==> src/rtl/uart_rx_byte.sv <==
// 8N1 UART receiver: synchronised RX line, mid-bit sampling, one-cycle valid/error pulses.
// Define UART_RX_PARITY_EN to receive 8E1 frames with parity checking.
module uart_rx_byte #(
    parameter int CLK_FREQ  = 50_000_000,
    parameter int BAUD_RATE = 115200
) (
    input  logic       clk,
    input  logic       rst_n,
    input  logic       uart_rxd,
    output logic [7:0] rx_data,
    output logic       rx_valid,
    output logic       rx_frame_err,
    output logic       rx_parity_err,
    output logic       rx_busy
);

    localparam int BAUD_CNT = CLK_FREQ / BAUD_RATE;
    localparam int HALF_CNT = BAUD_CNT / 2;
    localparam int CNT_W    = $clog2(BAUD_CNT);

`ifdef UART_RX_PARITY_EN
    typedef enum logic [2:0] {IDLE, START, DATA, PARITY, STOP} state_t;
`else
    typedef enum logic [2:0] {IDLE, START, DATA, STOP} state_t;
`endif

    state_t           state, state_next;
    logic             sync1, sync2, dly;
    logic             falling;
    logic [CNT_W-1:0] baud_cnt;
    logic [2:0]       bit_idx;
    logic [7:0]       shift_reg;
    logic             sample_pt, cnt_wrap;
    logic             pend_ok, pend_err;

    assign falling   = ~sync2 & dly;
    assign sample_pt = (baud_cnt == CNT_W'(HALF_CNT - 1));
    assign cnt_wrap  = (baud_cnt == CNT_W'(BAUD_CNT - 1));
    assign rx_busy   = (state != IDLE);

    always_ff @(posedge clk or negedge rst_n) begin
        if (!rst_n) begin
            sync1 <= 1'b1;
            sync2 <= 1'b1;
            dly   <= 1'b1;
        end else begin
            sync1 <= uart_rxd;
            sync2 <= sync1;
            dly   <= sync2;
        end
    end

    always_ff @(posedge clk or negedge rst_n) begin
        if (!rst_n) state <= IDLE;
        else        state <= state_next;
    end

    always_comb begin
        state_next = state;
        case (state)
            IDLE:  if (falling) state_next = START;
            START: begin
                if (sample_pt && sync2) state_next = IDLE;
                else if (cnt_wrap)      state_next = DATA;
            end
`ifdef UART_RX_PARITY_EN
            DATA:   if (cnt_wrap && bit_idx == 3'd7) state_next = PARITY;
            PARITY: if (cnt_wrap) state_next = STOP;
`else
            DATA:   if (cnt_wrap && bit_idx == 3'd7) state_next = STOP;
`endif
            // Leave at mid-stop so a start edge arriving half a bit early is still seen.
            STOP:  if (sample_pt) state_next = IDLE;
            default: state_next = IDLE;
        endcase
    end

    always_ff @(posedge clk or negedge rst_n) begin
        if (!rst_n) begin
            baud_cnt  <= '0;
            bit_idx   <= '0;
            shift_reg <= '0;
            rx_data   <= '0;
            pend_ok   <= 1'b0;
            pend_err  <= 1'b0;
            rx_valid     <= 1'b0;
            rx_frame_err <= 1'b0;
        end else begin
            if (state == IDLE || state_next == IDLE || cnt_wrap) baud_cnt <= '0;
            else                                                 baud_cnt <= baud_cnt + 1'b1;

            if (state == START)                bit_idx <= '0;
            else if (state == DATA && cnt_wrap) bit_idx <= bit_idx + 1'b1;

            if (state == DATA && sample_pt) shift_reg <= {sync2, shift_reg[7:1]};

            pend_ok  <= (state == STOP) && sample_pt && sync2;
            pend_err <= (state == STOP) && sample_pt && !sync2;
            if (state == STOP && sample_pt && sync2) rx_data <= shift_reg;

            rx_valid     <= pend_ok;
            rx_frame_err <= pend_err;
        end
    end

`ifdef UART_RX_PARITY_EN
    logic par_bad, pend_perr;

    always_ff @(posedge clk or negedge rst_n) begin
        if (!rst_n) begin
            par_bad       <= 1'b0;
            pend_perr     <= 1'b0;
            rx_parity_err <= 1'b0;
        end else begin
            if (state == PARITY && sample_pt) par_bad <= (sync2 != ^shift_reg);
            pend_perr     <= (state == STOP) && sample_pt && par_bad;
            rx_parity_err <= pend_perr;
        end
    end
`else
    assign rx_parity_err = 1'b0;
`endif

endmodule

==> config.mk <==
export PLATFORM = sky130hd
export DESIGN_NAME = uart_rx_byte
export DESIGN_NICKNAME = d
export VERILOG_FILES = /design/src/rtl/uart_rx_byte.sv
export SDC_FILE = /design/constraint.sdc
export NUM_CORES = 1
export LEC_CHECK = 0
export ABC_AREA = 1
export CORE_ASPECT_RATIO = 1.2
export CORE_MARGIN = 2
export CORE_UTILIZATION = 60
export DETAILED_ROUTE_END_ITERATION = 6
export PLACE_DENSITY = 0.89
export SYNTH_ARGS = -nofsm -noshare
export SYNTH_HDL_FRONTEND = slang
export SYNTH_SLANG_ARGS = --single-unit
==> constraint.sdc <==
create_clock -name clk -period 3.16 [get_ports clk]
set_input_delay 0.632 -clock clk [delete_from_list [all_inputs] [get_ports clk]]
set_output_delay 0.632 -clock clk [all_outputs]
set_load 0.01 [all_outputs]
==> metrics.yaml <==
cts_tree: "yes"
critPathSlowestCell: "dfrtp_1"
crit_fanout: 4
die-area_um2: 3370
synth_top_cells_by_count: "nand2_1 (36), dfrtp_1 (35), inv_1 (23), nor2_1 (12), nand3_1 (10)"
r2r_cells: 9
dr.pass1.iters: 4
routed_wl_um: 2950
grt_first_pass_wirelength_um: 5260
p_int_w: 0.000769
rsz0062_at_grt: "false"
powerDensity_nw_per_um2: 478
async_flop_share_pct: 100
avgSynthCellArea_um2: 9.72
synth-warning-count: 0
r2r-start: "baud_cnt[0]"
antenna_found_initial: 0
drive_above_1_share_pct: 22.1
io_pins: 15
tightest_slew_ps: 823
floorplan.initialDensity_pct: 62.8
yosysMostFrequentCell: "nand2_1"
setup_viol: 0
relSlewSlack_pct: 45.2
clockBufferDepth: 2
p_comb_share_pct: 3.4
wl_per_cell_um: 12.7
timing.final.crit_share_pct: 73.3
grt_max_degree: 39
fin_nets: 206
hold_viol_final: 0
synth_area_um2: 1750
r2r_slack_ps: 1400
clk_latency_ps: 340
clk_pin_slew_ps: 120
synth_top_cell_by_area: "dfrtp_1"
dp_hpwl_um: 2140
track_usage_pct: 21.7
leakagePower_nw: 0.915
crit_path_max_incr_delay_ps: 480
htreeDepth: 2
areaGrowthSynthToFinish_pct: 14.4
yosysTopAreaCellShare_pct: 50.1
place.gp.congestion: 0.875
syn_inst: 180
hold_path_end: "rx_valid"
dieHeight_um: 63.1
ant_nets: 0
grt_pass1_vias: 1196
synth-edff-count: 0
post-cts-setup-buffers: 0
ir_drop_mv: 0.525
antenna_cells: 0
cts_buffers: 5
drv_cap: 0
largest_reg_flops: 9
drv_slew: 0
power_switching_w: 0.000187
outcome: "completed"
fin_crit_ps: 2320
num_rows: 21
endpoint_kind: "primary output"
criticalPathCategory: "reg2out"
ctsResizeCount: 0
p_clk_share_pct: 44.5
cts_hold_buf: 0
drc_errors: 0
crit_arrival_ps: 1690
start_kind: "flop"
core_area_um2: 2790
hold_path.class: "reg2reg"
reg2reg_to: "rx_data[7]"
required_ps: 2530
fin_skew_ps: 10.5
finalSetupTns_ps: 0
cts_sinks: 38
holdCritStartpoint: "pend_ok"
grt_overflow_total: 0
crit_chain: "nor3_1 -> inv_1 -> clkdlybuf4s50_1"
clockRootBuffer: "clkbuf_4"
synth_seq_area_share_pct: 54.6
holdPathStages: 0
vias: 1225
post-route-util_pct: 71.9
port_buffers: 13
synth.area.top_cells: "dfrtp_1 (50%), nand2_1 (7.7%), inv_1 (4.9%), dfstp_2 (4.5%), ha_1 (3.6%)"
fmax_ghz: 0.431
p_seq_share_pct: 52.0
synth-main-ff-cell: "dfrtp_1"
switching_share_pct: 19.6
ys_types: 27
drt-initial-drc-count: 25
via_per_inst: 5.26
die_x_um: 53.3
ys_ff_latch: 38
[layout make-up]
| class | instances | area (um^2) |
|---|---|---|
| repair buffers | 13 | 125 |
| flip-flops and latches | 38 | 955 |
| inverters | 26 | 97.6 |
| well taps | 34 | 42.5 |
| clock inverters | 2 | 60.1 |
| multi-input cells | 114 | 671 |
| fillers | 214 | 783 |
| clock buffers | 6 | 51.3 |
[routing by layer]
| layer | part of all wire, % | global-route usage, % | wire [um] |
|---|---|---|---|
| met1 | 41 | 26.5 | 1200 |
| met2 | 54 | 34.6 | 1580 |
| met3 | 4.3 | 6.40 | 126 |
| met4 | 1.4 | 9.62 | 41 |
| met5 | 0 | 0 | 0 |
[how the worst max path moves through the flow]
| stage | startpoint | to | slack (ps) |
|---|---|---|---|
| after detailed placement | state[2] | rx_busy | 1220 |
| final | state[2] | rx_busy | 840 |
| after floorplan | state[2] | rx_busy | 1680 |
| after global routing | state[2] | rx_busy | 700 |
| after global placement | state[2] | rx_busy | 1240 |
| after CTS | state[2] | rx_busy | 810 |
[cells in the final DEF (no fill, tap or decap), types with 6 or more instances in the layout]
master and instances:
o21ai_0 7, xor2_1 6, clkdlybuf4s50_1 12, dfrtp_1 35, inv_1 23, o21ai_2 7
nand3_1 10, nor2_2 9, nor2_1 12, nand2_1 36
[per-stage QoR]
step                      setup WS, ps  hold WS [ps]  area, um^2  cells  power (W)
final                              842           363        2000    233   0.000956
after global placement            1240           333        1890    225   0.000539
after floorplan                   1680           331        1750    181   0.000524
after global routing               704           372        2000    233   0.000993
after detailed placement          1220           338        1890    225   0.000540
after CTS                          814           365        2000    233   0.000968
[cell families after synthesis]
logic type                 after synthesis  share of synthesized area (%)
buffers and inverters                   29                           7.30
other                                    1                          0.214
and+or+nand+nor                         82                           24.0
AOI/OAI and AO/OA                       18                           6.87
DFF                                     38                           54.6
adders and majority gates                5                           3.58
xor gates and xnor gates                 7                           3.51
[power groups by stage]
stage	combinational [W]	sequential (W)	clock, W
after floorplan	0.0000178	0.000506	0
after global placement	0.0000321	0.000507	0
after detailed placement	0.0000335	0.000507	0
after CTS	0.0000336	0.000498	0.000436
after global routing	0.0000378	0.000499	0.000457
final	0.0000327	0.000498	0.000426
[worst max-delay path, delay by kind of cell, from the launching register on]
family	cells	cell delay (ps)
simple gates	1	310
flops	1	480
buf+inv	2	550
(Power assumes the default switching activity.)
